### src/rtl/stream_join_pkg.sv
// Shared helpers for the N-channel stream join: FIFO depth, channel slicing, level type.
// Level type macro: STREAM_JOIN_LEVEL_T(addr_sz) expands to logic [addr_sz:0].
`define STREAM_JOIN_LEVEL_T(addr_sz) logic [(addr_sz):0]

package stream_join_pkg;

  function automatic int unsigned depth(input int unsigned addr_sz);
    return 32'd1 << addr_sz;
  endfunction

  // LSB of channel ch inside a packed multi-channel bus
  function automatic int unsigned ch_lsb(input int unsigned ch, input int unsigned width);
    return ch * width;
  endfunction

endpackage

### src/rtl/sync_fifo.sv
// Synchronous FIFO with full/empty flags and an occupancy count that can represent "full".
// Writes while full and reads while empty are ignored.
module sync_fifo
  import stream_join_pkg::*;
#(
  parameter int unsigned WIDTH   = 8,
  parameter int unsigned ADDR_SZ = 2
) (
  input  logic               clk,
  input  logic               reset_n,
  input  logic               i_wr,
  input  logic [WIDTH-1:0]   i_data,
  output logic               o_full,
  input  logic               i_rd,
  output logic [WIDTH-1:0]   o_data,
  output logic               o_empty,
  output logic [ADDR_SZ:0]   o_count
);

  localparam int unsigned Depth = depth(ADDR_SZ);
  localparam `STREAM_JOIN_LEVEL_T(ADDR_SZ) FullLvl = (ADDR_SZ + 1)'(Depth);

  logic [WIDTH-1:0]             r_mem [Depth];
  logic [ADDR_SZ-1:0]           r_wr_ptr;
  logic [ADDR_SZ-1:0]           r_rd_ptr;
  `STREAM_JOIN_LEVEL_T(ADDR_SZ) r_count;
  logic                         w_push;
  logic                         w_pop;

  assign o_full  = (r_count == FullLvl);
  assign o_empty = (r_count == '0);
  assign o_count = r_count;
  assign o_data  = r_mem[r_rd_ptr];
  assign w_push  = i_wr && !o_full;
  assign w_pop   = i_rd && !o_empty;

  always_ff @(posedge clk or negedge reset_n) begin
    if (!reset_n) begin
      r_wr_ptr <= '0;
      r_rd_ptr <= '0;
      r_count  <= '0;
    end else begin
      if (w_push) r_wr_ptr <= r_wr_ptr + 1'b1;
      if (w_pop)  r_rd_ptr <= r_rd_ptr + 1'b1;
      if (w_push && !w_pop) begin
        r_count <= r_count + 1'b1;
      end else if (w_pop && !w_push) begin
        r_count <= r_count - 1'b1;
      end
    end
  end

  // Storage needs no reset: pointers and count define what is valid
  always_ff @(posedge clk) begin
    if (w_push) r_mem[r_wr_ptr] <= i_data;
  end

endmodule

### src/rtl/stream_join_n.sv
// N-channel stream join: per-channel FIFOs feed one registered output beat built from all
// enabled heads. Optional statistics outputs are enabled by defining STREAM_JOIN_N_STATS_EN.
module stream_join_n
  import stream_join_pkg::*;
#(
  parameter int unsigned NUM_CH       = 4,
  parameter int unsigned WIDTH        = 8,
  parameter int unsigned FIFO_ADDR_SZ = 2,
  parameter int unsigned CNT_W        = 32
) (
  input  logic                               clk,
  input  logic                               reset_n,
  input  logic [NUM_CH-1:0]                  i_valid,
  output logic [NUM_CH-1:0]                  i_ready,
  input  logic [NUM_CH*WIDTH-1:0]            i_data,
  input  logic [NUM_CH-1:0]                  i_ch_en,
  output logic                               o_valid,
  input  logic                               o_ready,
  output logic [NUM_CH*WIDTH-1:0]            o_data,
`ifdef STREAM_JOIN_N_STATS_EN
  output logic [CNT_W-1:0]                   o_beat_count,
  output logic [CNT_W-1:0]                   o_starve_count,
  output logic [NUM_CH-1:0]                  o_full_seen,
`endif
  output logic [NUM_CH*(FIFO_ADDR_SZ+1)-1:0] o_level
);

  localparam int unsigned LvlW = FIFO_ADDR_SZ + 1;

  if (NUM_CH < 2 || CNT_W == 0) begin : g_param_check
    $error("stream_join_n: NUM_CH must be >= 2 and CNT_W nonzero");
  end

  logic [NUM_CH-1:0]       w_full;
  logic [NUM_CH-1:0]       w_empty;
  logic [NUM_CH-1:0]       w_push;
  logic [NUM_CH-1:0]       w_pop;
  logic [NUM_CH*WIDTH-1:0] w_head;
  logic [NUM_CH*WIDTH-1:0] w_join;
  logic                    w_heads_ok;
  logic                    w_fire;
  logic                    r_valid;
  logic [NUM_CH*WIDTH-1:0] r_data;

  for (genvar c = 0; c < NUM_CH; c++) begin : g_ch
    sync_fifo #(
      .WIDTH  (WIDTH),
      .ADDR_SZ(FIFO_ADDR_SZ)
    ) u_fifo (
      .clk    (clk),
      .reset_n(reset_n),
      .i_wr   (w_push[c]),
      .i_data (i_data[ch_lsb(c, WIDTH) +: WIDTH]),
      .o_full (w_full[c]),
      .i_rd   (w_pop[c]),
      .o_data (w_head[ch_lsb(c, WIDTH) +: WIDTH]),
      .o_empty(w_empty[c]),
      .o_count(o_level[ch_lsb(c, LvlW) +: LvlW])
    );
  end

  assign i_ready = ~w_full;
  assign w_push  = i_valid & ~w_full;
  assign w_pop   = i_ch_en & {NUM_CH{w_fire}};

  // A disabled channel never blocks the join, but at least one channel must be enabled
  assign w_heads_ok = &(~i_ch_en | ~w_empty);
  assign w_fire     = w_heads_ok && (|i_ch_en) && (!r_valid || o_ready);

  always_comb begin
    w_join = '0;
    for (int c = 0; c < NUM_CH; c++) begin
      if (i_ch_en[c]) w_join[c*WIDTH +: WIDTH] = w_head[c*WIDTH +: WIDTH];
    end
  end

  always_ff @(posedge clk or negedge reset_n) begin
    if (!reset_n) begin
      r_valid <= 1'b0;
      r_data  <= '0;
    end else if (w_fire) begin
      r_valid <= 1'b1;
      r_data  <= w_join;
    end else if (r_valid && o_ready) begin
      r_valid <= 1'b0;
      r_data  <= '0;
    end
  end

  assign o_valid = r_valid;
  assign o_data  = r_data;

`ifdef STREAM_JOIN_N_STATS_EN
  logic [CNT_W-1:0]  r_beat_count;
  logic [CNT_W-1:0]  r_starve_count;
  logic [NUM_CH-1:0] r_full_seen;

  always_ff @(posedge clk or negedge reset_n) begin
    if (!reset_n) begin
      r_beat_count   <= '0;
      r_starve_count <= '0;
      r_full_seen    <= '0;
    end else begin
      if (r_valid && o_ready && !(&r_beat_count)) r_beat_count <= r_beat_count + 1'b1;
      if (o_ready && !r_valid && (|i_ch_en) && !(&r_starve_count)) begin
        r_starve_count <= r_starve_count + 1'b1;
      end
      r_full_seen <= r_full_seen | w_full;
    end
  end

  assign o_beat_count   = r_beat_count;
  assign o_starve_count = r_starve_count;
  assign o_full_seen    = r_full_seen;
`endif

endmodule
### config.mk
export PLATFORM = sky130hd
export DESIGN_NAME = stream_join_n
export DESIGN_NICKNAME = d
export VERILOG_FILES = /design/src/rtl/stream_join_pkg.sv /design/src/rtl/sync_fifo.sv /design/src/rtl/stream_join_n.sv
export SDC_FILE = /design/constraint.sdc
export NUM_CORES = 1
export LEC_CHECK = 0
export ABC_CLOCK_PERIOD_IN_PS = 2200
export BUFFER_PORTS_ARGS = -buffer_cell sky130_fd_sc_hd__buf_4
export CORE_AREA = 2 2 112 136
export CTS_BUF_LIST = sky130_fd_sc_hd__clkbuf_4
export CTS_CLUSTER_DIAMETER = 150
export DETAILED_ROUTE_END_ITERATION = 8
export DIE_AREA = 0 0 114 138
export PLACE_DENSITY = 0.77
export SLEW_MARGIN = 20
export SYNTH_ARGS = -nofsm -noshare
export SYNTH_HDL_FRONTEND = slang
export SYNTH_SLANG_ARGS = --single-unit
### constraint.sdc
create_clock -name clk -period 2.2 [get_ports clk]
set_clock_uncertainty 0.1 [all_clocks]
set_input_delay 0.22 -clock clk [delete_from_list [all_inputs] [get_ports clk]]
set_output_delay 0.22 -clock clk [all_outputs]
set_load 0.05 [all_outputs]
Yosys cells after proc, flatten, opt, wreduce, memory -nomap -nowiden
Memories as Yosys holds them, arrays and structs flattened.
Cells that the tools add are included.

operators by class
  mux-type cells = 24
  equality and inequality tests = 4
  add/subtract/negate cells = 16
  reduce and logical (&&, ||, !) cells = 48
  bitwise operators = 6

operators by type and width
  kind                 count
  $mux 32              2
  $mux 8               4
  $mux 3               8
  $logic_and 1x1->1    19
  $logic_not 1->1      17
  $add 2x1->2 const B  8
  $add 3x1->3 const B  4
  $eq 3x3->1 const B   4
  $logic_not 3->1      4
  $not 4->4            3
  $sub 3x1->3 const B  4
  $mux 1               10
  $reduce_bool 2->1    5
  $and 4x4->4          2
  $or 4x4->4           1
  $reduce_and 4->1     1
  $reduce_or 4->1      1
  $logic_or 1x1->1     1

storage, ports and cells
  register bits after elaboration = 61
  logic and storage cells = 116
  memory bits (writable) = 128
  output and inout port bits = 49
  memories = 4

memory list
  memory                depth  bits a word  rd ports  clocked after memory_dff  write ports  line             RTL
  g_ch[0].u_fifo.r_mem  4      8            1         0                         1            sync_fifo.sv:23  logic [WIDTH-1:0] r_mem [Depth];
  g_ch[1].u_fifo.r_mem  4      8            1         0                         1            sync_fifo.sv:23
  g_ch[2].u_fifo.r_mem  4      8            1         0                         1            sync_fifo.sv:23
  g_ch[3].u_fifo.r_mem  4      8            1         0                         1            sync_fifo.sv:23

Logic depth before layout (Yosys ltp)
Gate-level depths: netlist of the first run.

  depth in word-level cells = 11
  gate-level depth with buffers = 9
  depth with buffers taken out = 9

Cells and area by module
From an unflattened synthesis of the first run, not the netlist that was laid out.

second synthesis, totals
  cell total of the unflattened synthesis = 402
  area total of the unflattened synthesis = 7696.1 µm²

by module, submodules not included
  module                          sequential area each (µm²)  times used  cells each  area an instance (µm²)
  sync_fifo (g_ch[1].u_fifo ...)  1136.1                      3           78          1575.3
  sync_fifo (g_ch[0].u_fifo)      1136.1                      1           77          1589.0
  stream_join_n                   825.8                       1           91          1381.3

Worst setup path before layout of the first run
OpenSTA, ideal clock, no wires.

  path type = register -> register
  start = register g_ch[2].u_fifo.r_count (netlist bit g_ch[2].u_fifo.o_count[0])
  end = register g_ch[1].u_fifo.r_count (netlist bit g_ch[1].u_fifo.o_count[1])
  setup slack = -608 ps
  stages on the path, launching flop included = 8
  data required time = 1975 ps
  library setup time = 125 ps
  arrival = 2583 ps
  cell sequence = dfrtp_1 nor3_2 a221oi_4 nand4_2 ha_1 inv_1 fa_1 mux2_2

between the ends
  longest elaborated chain between the ends = 11

RTL lines
  element                                             line                 RTL
  start: declaration                                  sync_fifo.sv:26      `STREAM_JOIN_LEVEL_T(ADDR_SZ) r_count;
  start signal: assignment                            sync_fifo.sv:46      r_count <= r_count + 1'b1;
  start signal: assignment                            sync_fifo.sv:48      r_count <= r_count - 1'b1;
  $logic_not 3->1 *                                   sync_fifo.sv:31      assign o_empty = (r_count == '0);
  $not 4->4 *                                         stream_join_n.sv:67  assign w_heads_ok = &(~i_ch_en | ~w_empty);
  $or 4x4->4 *                                        stream_join_n.sv:67
  $reduce_and 4->1 *                                  stream_join_n.sv:67
  $logic_and 1x1->1 * (2 in a row)                    stream_join_n.sv:68  assign w_fire = w_heads_ok && (|i_ch_en) && (!r_valid || o_ready);
  $and 4x4->4 *                                       stream_join_n.sv:64  assign w_pop = i_ch_en & {NUM_CH{w_fire}};
  $logic_and 1x1->1 *                                 sync_fifo.sv:35      assign w_pop = i_rd && !o_empty;
  $logic_not 1->1                                     sync_fifo.sv:45      if (w_push && !w_pop) begin
  $logic_and 1x1->1                                   sync_fifo.sv:45
  $mux 3 / $reduce_bool 2->1 (equally long branches)  n/a
  end signal: assignment                              sync_fifo.sv:46
  end signal: assignment                              sync_fifo.sv:48
  end: declaration                                    sync_fifo.sv:26

Mark *: on every way between the ends. The rest lies on a longest branch, timed or not.
A chain may end at the register's enable or synchronous reset.

Worst setup path in the final report of the first run
  start = register g_ch[2].u_fifo.r_count (netlist bit g_ch[2].u_fifo.o_count[1])
  end = register g_ch[3].u_fifo.r_count (netlist bit g_ch[3].u_fifo.o_count[1])

between the ends
  longest elaborated chain between the ends = 11

RTL lines
  element                                             line
  $logic_not 3->1 *                                   sync_fifo.sv:31
  $not 4->4 *                                         stream_join_n.sv:67
  $or 4x4->4 *                                        stream_join_n.sv:67
  $reduce_and 4->1 *                                  stream_join_n.sv:67
  $logic_and 1x1->1 * (2 in a row)                    stream_join_n.sv:68
  $and 4x4->4 *                                       stream_join_n.sv:64
  $logic_and 1x1->1 *                                 sync_fifo.sv:35
  $logic_not 1->1                                     sync_fifo.sv:45
  $logic_and 1x1->1                                   sync_fifo.sv:45
  $mux 3 / $reduce_bool 2->1 (equally long branches)  n/a
  end signal: assignment                              sync_fifo.sv:46
  end signal: assignment                              sync_fifo.sv:48
  end: declaration                                    sync_fifo.sv:26

Marked as above.

==> metrics, run 1 <==
status complete, but fails checks; failing checks negative setup slack; starting density of the core a little over half; Clock Path Buffers 2; # setup viols final 1; flops & latches, synth ~190; PwrDens about 1400 nW/µm²; number of synthesized flops with an enable pin 128; simple logic cell fraction of the synthesized area between 5 and 6%; Hold WS just under 0.03 ns; worst-margin pin slew between 0.8 and 0.9 ns; post-synthesis mux area share about a tenth; worst hold path class in2reg; Max-cap violations 0; Syn. warnings 0; post-synthesis sequential area ratio 69.8%; DP HPWL between 10 and 15 mm; first-pass GRT wire length about 24 mm; drt initial violations between 300 and 400; final period utilization 101%; worst-skew pair later-pin latency 0.56 ns; Worst setup EP type flop; Final Max Tran Viols 0; Clock transition at path regs roughly 0.14 ns; Worst setup SP type flop; RSZ-0062 raised after global routing true; initial antenna violation count 1; Die Area 15700 µm²; FILL cells ~1000; Buffers on Ports 91; VDD IR-drop max between 900 and 1000 µV; Hold Vio Cnt, Final 0; worst-path maximum fanout 3; WL final 14.9 mm; Slew HR ~45%; via count between 4000 and 5000; largest net degree at the start of global routing between 60 and 70; fin nets approximately 710; die height between 100 and 150 µm; layout cell share with drive strength beyond 1 between 30% and 40%; async set-reset flop share out of synthesis 32.3%; wire length per cell between 15 and 20 µm; vias in the first global route approximately 4800; GP Congestion 0.788; Die X 114 µm; IO Pins 92; CTS buffer count 17; CTS tree yes; Pleak 3.98 nW; Final Critical Period ~2.2 ns; Synth Area per Inst between 15 and 20 µm²; Synth Area in XOR/XNOR ~2.3%; Setup CP Type reg2reg; Synth area leader edfxtp_1; # H-tree levels 4; Area after DPL roughly 9000 µm²; Final ANT Viol Nets 0; # DRC 0; Setup WS post-layout -0.0144 ns; area share of the largest cell type after synthesis 49.9%; Mapped Cells 463; Design Area, Final around 9800 µm²; Core Rows just under 50; drt pass-1 iters 4; Netlist cell types 34; root buf cell clkbuf_4; Synth Area in Compound Gates 3.54%; GR Overflow Total 0; largest family of logic cells by synthesized area multiplexers; Synth Flop Type edfxtp_1; Placement Setup Slack -0.0946 ns; total track usage between 20% and 30%; adder-cell area share of the yosys netlist ~4.3%; clock sink count roughly 190; cell area after synthesis between 7000 and 8000 µm²; Avg Vias per Cell between 5 and 6; FMAX roughly 450 MHz; Synth Net Count 530; total power about 0.013 W; CP required around 2.6 ns; CORE AREA around 15000 µm²; Crit path arrival time 2.56 ns; Area Growth Syn to Fin 26.8%; Synth area leaders edfxtp_1 50%, dfrtp_1 20%, mux4_2 9.4%
-- power breakdown --
part	switching, W	total [W]	internal [W]
Combinational	0.00323	0.00579	0.00256
Sequential	0.000730	0.00557	0.00484
Clock	0.00109	0.00198	0.000896
-- through the flow --
step | instances | utilization (%) | setup TNS [ns]
6_report | 836 | 66.9 | -0.0144
4_1_cts | 831 | 66.5 | -0.0160
5_1_grt | 836 | 66.9 | -0.500
3_5_place_dp | 760 | 61.4 | -0.321
2_1_floorplan | 463 | - | -2.77
3_3_place_gp | 760 | 61.4 | -0.0147
-- per-layer routing --
| metal | wire length, µm | global-route usage (%) | vias up |
|---|---|---|---|
| met4 | 231 | 6.61 | 0 |
| met5 | 0 | 0 | - |
| met1 | 6020 | 25.0 | 2231 |
| met3 | 583 | 4.60 | 14 |
| li1 | - | - | 2066 |
| met2 | 8050 | 34.6 | 100 |
-- worst paths after layout --
kind                                            from                    endpoint  slack [ns]  cells past startpoint
hold / removal                            i_valid[1]  g_ch[1].u_fifo.r_wr_ptr[0]        0.03                      4
setup / recovery           g_ch[2].u_fifo.o_count[1]   g_ch[3].u_fifo.o_count[1]       -0.01                      8
min in group asynchronous                    reset_n  g_ch[2].u_fifo.r_wr_ptr[1]        0.17                      2
setup reg to reg           g_ch[2].u_fifo.o_count[1]   g_ch[3].u_fifo.o_count[1]       -0.01                      8
hold reg to reg            g_ch[3].u_fifo.o_count[2]   g_ch[3].u_fifo.o_count[2]        0.44                      1
max in group asynchronous                    reset_n   g_ch[3].u_fifo.o_count[1]        1.21                      2
-- worst max-delay path: stages, from the launching register on --
cell and delay [ns]:
dfrtp_2 0.41, nor3_4 0.06, a221oi_4 0.33, buf_4 0.18, nand4_4 0.09, ha_4 0.19, inv_2 0.05, fa_2 0.42
mux2_2 0.27
-- flip-flops by register name (all words and copies together), names as in the netlist --
register              count
g_ch.u_fifo.r_wr_ptr      8
o_data                   32
g_ch.u_fifo.r_rd_ptr      8
g_ch.u_fifo.r_mem       128
g_ch.u_fifo.o_count      12
o_valid                   1
-- cell usage after synthesis, drive strengths merged (8+ instances only) --
library cell / n
and3: 16
buf: 9
dfrtp: 61
edfxtp: 128
ha: 20
inv: 48
mux2: 8
mux4: 32
nand2: 41
nor2: 10
o22ai: 32
xnor2: 11
xor2: 9
-- what timing repair did --
| item | in CTS | in global routing |
|---|---|---|
| gates resized for setup | 8 | 9 |
| setup buffers | 3 | 4 |
| pin swaps | 6 | 11 |
| hold endpoints to repair | 193 | 0 |
| endpoints found under the setup margin | 8 | 8 |
| hold buffers | 37 | 0 |
-- cell families (layout without fill, tap and decap cells) --
group,Yosys count,in the layout
simple gates,87,87
buf+inv,64,258
compound gates,39,39
fa+ha+maj,24,24
mux,40,40
flops,189,189
other cells,0,1
xor+xnor,20,20
-- final cells by class --
class / count / area (µm²) / area share [%]
sequential: 189 / 5390 / 55.2
multi-input combinational: 210 / 2210 / 22.6
timing repair buffer: 179 / 1460 / 14.9
tap: 178 / 223 / 2.28
inverter: 48 / 180 / 1.85
clock inverter: 13 / 173 / 1.77
clock buffer: 18 / 135 / 1.38
antenna: 1 / 2.50 / 0.0256
-- layout by cell type, fill, tap and decap left out, types with 2 or more instances in the layout --
master and n:
inv_2 4, o22ai_1 32, xnor2_1 11, buf_4 139, nor3_4 3, nand2_2 3, clkinvlp_4 3, ha_1 16
xor2_1 8, dfrtp_1 49, inv_1 44, clkinv_1 3, a21boi_1 3, nor2_1 9, dfrtp_2 12, fa_2 4
and2_0 2, nand2_1 38, edfxtp_1 128, clkinv_2 2, mux4_2 32, and3_1 16, clkbuf_4 18, ha_4 4
bufinv_16 4, nand4_4 4, buf_6 2, nand4_1 3, dlygate4sd3_1 37, mux2_2 8
Note: power is estimated with default switching activity, not from simulation.
==> inputs of run 2 (changes only) <==
--- a/config.mk
+++ b/config.mk
@@ -5,13 +5,14 @@
 export SDC_FILE = /design/constraint.sdc
 export NUM_CORES = 1
 export LEC_CHECK = 0
-export ABC_CLOCK_PERIOD_IN_PS = 2200
+export ABC_CLOCK_PERIOD_IN_PS = 1990
 export BUFFER_PORTS_ARGS = -buffer_cell sky130_fd_sc_hd__buf_4
 export CORE_AREA = 2 2 112 136
 export CTS_BUF_LIST = sky130_fd_sc_hd__clkbuf_4
 export CTS_CLUSTER_DIAMETER = 150
 export DETAILED_ROUTE_END_ITERATION = 8
 export DIE_AREA = 0 0 114 138
+export MAX_ROUTING_LAYER = met4
 export PLACE_DENSITY = 0.77
 export SLEW_MARGIN = 20
 export SYNTH_ARGS = -nofsm -noshare
==> constraint.sdc (replaced) <==
create_clock -name clk -period 1.99 [get_ports clk]
set_clock_uncertainty 0.1 [all_clocks]
set_input_delay 0.199 -clock clk [delete_from_list [all_inputs] [get_ports clk]]
set_output_delay 0.199 -clock clk [all_outputs]
set_load 0.05 [all_outputs]
==> metrics, run 2 (same netlist as run 1, synthesis figures left out) <==
Hold Path End g_ch[3].u_fifo.r_rd_ptr[1] (was g_ch[1].u_fifo.r_wr_ptr[0]); FMAX 453 MHz (was 452 MHz); Top reg by flops g_ch.u_fifo.r_mem (unchanged); vias in the first global route 4719 (was 4758); CP required 2.40 ns (was 2.55 ns); die height 138 µm (unchanged); Buffers on Ports 91 (unchanged); GR Overflow Total 0 (unchanged); total track usage 20.1% (was 20.0%); WL final 14.3 mm (was 14.9 mm); # setup viols final 8 (was 1); hold path depth 5 (was 4); Slowest cell on crit path dfrtp_2 (was fa_2); RSZ-0062 raised after global routing true (unchanged); DP HPWL 10.3 mm (about the same); IO Pins 92 (unchanged); HP Start i_ch_en[2] (was i_valid[1]); Hold Vio Cnt, Final 0 (unchanged); worst-margin pin slew 0.790 ns (was 0.825 ns); Hold WS 0.0424 ns (was 0.0296 ns); drt initial violations 283 (was 331); Slew HR 47.4% (was 45.0%); Clock transition at path regs 0.15 ns (was 0.14 ns); first-pass GRT wire length 23.4 mm (was 24.0 mm); largest net degree at the start of global routing 62 (unchanged); Area Growth Syn to Fin 27.6% (was 26.8%); Die Area 15700 µm² (unchanged); Clock Path Buffers 2 (unchanged); Crit path arrival time 2.61 ns (was 2.56 ns); Final Critical Period 2.21 ns (about the same); clock power share 14.0% (was 14.9%); Core Rows 49 (unchanged); fin nets 716 (was 712); Total Neg Setup Slack -1.52 ns (was -0.0144 ns); VDD IR-drop max 1270 µV (was 979 µV); Final ANT Viol Nets 0 (unchanged); layout cell share with drive strength beyond 1 39.3% (was 38.4%); worst r2r dst g_ch[3].u_fifo.o_count[2] (was g_ch[3].u_fifo.o_count[1]); Pleak 4.02 nW (was 3.98 nW); most common cell after layout, fill and taps aside buf_4 (unchanged); Worst setup SP type flop (unchanged); commonest non-fill, non-tap cells in the layout 134 x buf_4, 128 x edfxtp_1, 49 x dfrtp_1, 44 x inv_1, 38 x nand2_1 (was 139 x buf_4, 128 x edfxtp_1, 49 x dfrtp_1, 44 x inv_1, 38 x nand2_1); Placement Setup Slack -0.320 ns (was -0.0946 ns); Reg2Reg Depth 10 (was 8); flop2flop setup slack -0.22 ns (was -0.01 ns); worst hold path class in2reg (unchanged); CP bufs+invs 2 (unchanged); failing checks negative setup slack (unchanged); Worst setup startpoint g_ch[3].u_fifo.o_count[1] (was g_ch[2].u_fifo.o_count[1]); Comb power frac 45.4% (was 43.4%); total power 0.0147 W (was 0.0133 W); Final Max Tran Viols 0 (unchanged); Worst setup EP type flop (unchanged); clock sink count 189 (unchanged); critical path depth 10 (was 8); # H-tree levels 4 (unchanged); drt pass-1 iters 4 (unchanged); Setup WS post-layout -0.215 ns (was -0.0144 ns); worst-skew pair later-pin latency 0.58 ns (was 0.56 ns); critical path, cell by cell nor4b_4, a221oi_4, buf_6, nand4_4, ha_4, inv_2, fa_2, xor2_1, nor2_1, xor2_1 (was nor3_4, a221oi_4, buf_4, nand4_4, ha_4, inv_2, fa_2, mux2_2); initial antenna violation count 1 (unchanged); starting density of the core 52.8% (unchanged); Most common cell on crit path xor2_1; # DRC 0 (unchanged); Reg power frac 40.6% (was 41.7%); CTS buffer count 17 (unchanged); CTS tree yes (unchanged); slowest cell delay on critical path 0.45 ns (was 0.42 ns); final period utilization 111% (was 101%); root buf cell clkbuf_4 (unchanged); worst-path maximum fanout 3 (unchanged); Avg Vias per Cell 5.21 (was 5.28); Top Family by Delay on Critical Path simple AND/OR/NAND/NOR gates (was adder cells); Pint 0.00905 W (was 0.00829 W); wire length per cell 16.9 µm (was 17.8 µm); GP Congestion 0.788 (about the same); CORE AREA 14600 µm² (unchanged); Util after Layout 67.3% (was 66.9%); Net Sw Frac 38.5% (was 37.9%); R2R Path Start g_ch[3].u_fifo.o_count[1] (was g_ch[2].u_fifo.o_count[1]); Max-cap violations 0 (unchanged); via count 4385 (was 4411); PwrDens 1500 nW/µm² (was 1370 nW/µm²); status complete, but fails checks (unchanged); Setup CP Type reg2reg (unchanged); P_sw 0.00567 W (was 0.00505 W); max reg flops 128 (unchanged); Die X 114 µm (unchanged)
==> run 2: cell count changes in the layout (fill, tap and decap cells not counted), sizes merged <==
cell	change
buf	+5
inv	+5
clkinvlp	-1
clkbuf	-1
bufinv	-2
dlygate4sd3	-1
==> run 2: power by group through the flow <==
stage	registers (W)	logic [W]	clock network, W
6_report	0.00598	0.00668	0.00206
5_1_grt	0.00610	0.00726	0.00227
4_1_cts	0.00597	0.00660	0.00212
3_5_place_dp	0.00605	0.00643	0
3_3_place_gp	0.00596	0.00623	0
2_1_floorplan	0.00709	0.00322	0
==> run 2: layer usage <==
| layer | part of all wire (%) | wire length, µm | track usage [%] | up-vias |
|---|---|---|---|---|
| met3 | 3.8 | 538 | 4.21 | 19 |
| met2 | 54 | 7670 | 33.3 | 93 |
| met4 | 1.7 | 244 | 7.25 | 0 |
| li1 | - | - | - | 2081 |
| met1 | 41 | 5800 | 24.5 | 2192 |
| met5 | 0 | 0 | - | - |
==> run 2: area by class of cell <==
class | count | area [µm²]
Antenna cell | 1 | 2.50
Multi-Input combinational cell | 210 | 2210
Sequential cell | 189 | 5390
Timing Repair Buffer | 183 | 1530
Tap cell | 178 | 223
Fill cell | 1033 | 4770
Inverter | 48 | 180
Clock buffer | 17 | 128
Clock inverter | 15 | 161
==> run 2: worst max path at each step <==
stage / end / slack [ns]
detailed placement: g_ch[3].u_fifo.o_count[2] / -0.32
floorplan: g_ch[1].u_fifo.o_count[1] / -0.62
global route: g_ch[1].u_fifo.o_count[2] / -0.33
global placement: g_ch[0].u_fifo.o_count[2] / -0.23
CTS: g_ch[3].u_fifo.o_count[2] / -0.28
finish: g_ch[3].u_fifo.o_count[2] / -0.22
==> run 2: worst min-delay path, stage by stage <==
cell	delay, ns
buf_4	0.11
a221oi_4	0.08
buf_6	0.13
nand4_1	0.12
xnor2_1	0.07
==> run 2: through the flow <==
| step | std cells | cell area, µm² |
|---|---|---|
| floorplan | 463 | 7820 |
| global placement | 769 | 9020 |
| detailed placement | 769 | 9020 |
| CTS | 838 | 9730 |
| global route | 841 | 9820 |
| finish | 841 | 9820 |
==> run 2: repair_timing <==
item | CTS | global route
resized for setup | 14 | 20
hold endpoints to repair | 191 | 0
gates cloned | 0 | 0
endpoints found under the setup margin | 12 | 13
hold buffers | 36 | 0
pin swaps | 6 | 10
buffers inserted | 1 | 3
==> inputs of run 3 (changes only) <==
--- a/config.mk
+++ b/config.mk
@@ -12,7 +12,6 @@
 export CTS_CLUSTER_DIAMETER = 150
 export DETAILED_ROUTE_END_ITERATION = 8
 export DIE_AREA = 0 0 114 138
-export MAX_ROUTING_LAYER = met4
 export PLACE_DENSITY = 0.77
 export SLEW_MARGIN = 20
 export SYNTH_ARGS = -nofsm -noshare
==> metrics, run 3 (same netlist as run 1, synthesis figures left out) <==
status complete, but fails checks (unchanged); failing checks negative setup slack (unchanged); fin nets 715 (was 716); # placed instances 769 (unchanged); WL final 14.2 mm (was 14.3 mm); Pleak 4.01 nW (was 4.02 nW); Die X 114 µm (unchanged); # setup viols final 8 (unchanged); Hold Vio Cnt, Final 0 (unchanged); initial antenna violation count 1 (unchanged); Max-cap violations 0 (unchanged); starting density of the core 52.8% (unchanged); Final Critical Period 2.21 ns (about the same); CORE AREA 14600 µm² (unchanged); P_sw 0.00568 W (was 0.00567 W); VDD IR-drop max 1240 µV (was 1270 µV); FMAX 453 MHz (about the same); root buf cell clkbuf_4 (unchanged); total track usage 19.5% (was 20.1%); commonest non-fill, non-tap cells in the layout 134 x buf_4, 128 x edfxtp_1, 49 x dfrtp_1, 44 x inv_1, 38 x nand2_1 (unchanged); drt initial violations 265 (was 283); Avg Vias per Cell 5.23 (was 5.21); final period utilization 111% (about the same); Top Family by Delay on Critical Path simple AND/OR/NAND/NOR gates (unchanged); worst hold path class in2reg (unchanged); Placement Setup Slack -0.320 ns (unchanged); Worst setup EP type flop (unchanged); Area after DPL 9020 µm² (unchanged); wire length per cell 17.0 µm (was 16.9 µm); max reg flops 128 (unchanged); IO Pins 92 (unchanged); # H-tree levels 4 (unchanged); worst-path maximum fanout 3 (unchanged); RSZ-0062 raised after global routing true (unchanged); worst-skew pair later-pin latency 0.58 ns (about the same); GP Congestion 0.773 (was 0.788); Slowest cell on crit path dfrtp_2 (unchanged); vias in the first global route 4723 (was 4719); CTS buffer count 17 (unchanged); Slew HR 47.6% (was 47.4%); Area Growth Syn to Fin 27.4% (was 27.6%); via count 4391 (was 4385); Buffers on Ports 91 (unchanged); clock power share 14.1% (was 14.0%); Final ANT Viol Nets 0 (unchanged); Most common cell on crit path xor2_1 (unchanged); Setup CP Type reg2reg (unchanged); Comb power frac 45.3% (was 45.4%); worst-margin pin slew 0.786 ns (was 0.790 ns); critical path, cell by cell nor4b_4, a221oi_4, buf_6, nand4_4, ha_4, inv_2, fa_2, xor2_1, nor2_1, xor2_1 (unchanged); CTS tree yes (unchanged); slowest cell delay on critical path 0.45 ns (about the same); first-pass GRT wire length 23.4 mm (unchanged); CP required 2.40 ns (about the same); Pint 0.00902 W (was 0.00905 W); Worst setup SP type flop (unchanged); Setup WS post-layout -0.218 ns (was -0.215 ns); clock sink count 189 (unchanged); # DRC 0 (unchanged); CP bufs+invs 2 (unchanged); drt pass-1 iters 5 (was 4); Clock transition at path regs 0.15 ns (about the same); DP HPWL 10.3 mm (unchanged); most common cell after layout, fill and taps aside buf_4 (unchanged); Clock Path Buffers 2 (unchanged); layout cell share with drive strength beyond 1 39.2% (was 39.3%); Reg power frac 40.7% (was 40.6%); Die Area 15700 µm² (unchanged); Design Area, Final 9800 µm² (was 9820 µm²); die height 138 µm (unchanged); Crit path arrival time 2.62 ns (was 2.61 ns); PwrDens 1500 nW/µm² (about the same); Core Rows 49 (unchanged); Top reg by flops g_ch.u_fifo.r_mem (unchanged); Total Neg Setup Slack -1.52 ns (about the same); GR Overflow Total 0 (unchanged); largest net degree at the start of global routing 62 (unchanged); Net Sw Frac 38.6% (was 38.5%); fin cells 840 (was 841); Final Max Tran Viols 0 (unchanged)
-- run 3: cell count changes in the layout (fill, tap and decap cells not counted), sizes merged --
| cell | delta |
|---|---|
| buf | -1 |
-- run 3: stage by stage --
| stage | total power, W | hold WS [ns] | util (%) |
|---|---|---|---|
| after CTS | 0.0147 | 0.0213 | 66.7 |
| after global routing | 0.0156 | 0.0190 | 67.2 |
| after global placement | 0.0122 | 0.231 | 61.8 |
| after detailed placement | 0.0125 | 0.231 | 61.8 |
| after floorplan | 0.0103 | -0.197 | - |
| final | 0.0147 | 0.0403 | 67.2 |
-- run 3: per-layer routing --
| metal | global-route usage (%) | routed length [µm] |
|---|---|---|
| met1 | 24.4 | 5820 |
| met5 | 0 | 0 |
| met4 | 7.64 | 260 |
| met3 | 4.12 | 507 |
| met2 | 33.3 | 7660 |
-- run 3: tightest hold or removal path, delay by kind of cell --
| kind | cells | cell delay (ns) |
|---|---|---|
| XOR/XNOR | 1 | 0.07 |
| buffers and inverters | 2 | 0.24 |
| AND/OR/NAND/NOR | 1 | 0.12 |
| AO/OA/AOI/OAI | 1 | 0.08 |
-- run 3: final cells by class --
cell class / instances / area, µm²
sequential: 189 / 5390
fill: 1034 / 4790
multi-input combinational: 210 / 2210
timing repair buffer: 182 / 1510
tap: 178 / 223
inverter: 48 / 180
clock inverter: 15 / 161
clock buffer: 17 / 128
antenna: 1 / 2.50
-- run 3: worst paths after layout --
| kind | from | end | slack [ns] | cells past startpoint |
|---|---|---|---|---|
| worst max-delay path | g_ch[3].u_fifo.o_count[1] | g_ch[3].u_fifo.o_count[2] | -0.22 | 10 |
| worst min register to register | o_data[31] | o_data[31] | 0.45 | 2 |
| worst min-delay path | i_ch_en[2] | g_ch[3].u_fifo.r_rd_ptr[1] | 0.04 | 5 |
| max in group asynchronous | reset_n | g_ch[3].u_fifo.o_count[1] | 1.09 | 2 |
| worst max register to register | g_ch[3].u_fifo.o_count[1] | g_ch[3].u_fifo.o_count[2] | -0.22 | 10 |
| min in group asynchronous | reset_n | o_data[23] | 0.11 | 2 |
-- run 3: what timing repair did --
action | in CTS | in global routing
setup buffers | 1 | 2
setup endpoints to repair | 12 | 13
gates resized for setup | 14 | 18
hold buffers | 36 | 0
pin swaps | 6 | 10
hold endpoints to repair | 191 | 0
-- run 3: power groups by stage --
stage	sequential, W	combinational, W	clock (W)
floorplan	0.00709	0.00322	0
global placement	0.00596	0.00623	0
detailed placement	0.00605	0.00643	0
CTS	0.00597	0.00660	0.00212
global route	0.00610	0.00723	0.00227
finish	0.00598	0.00666	0.00207
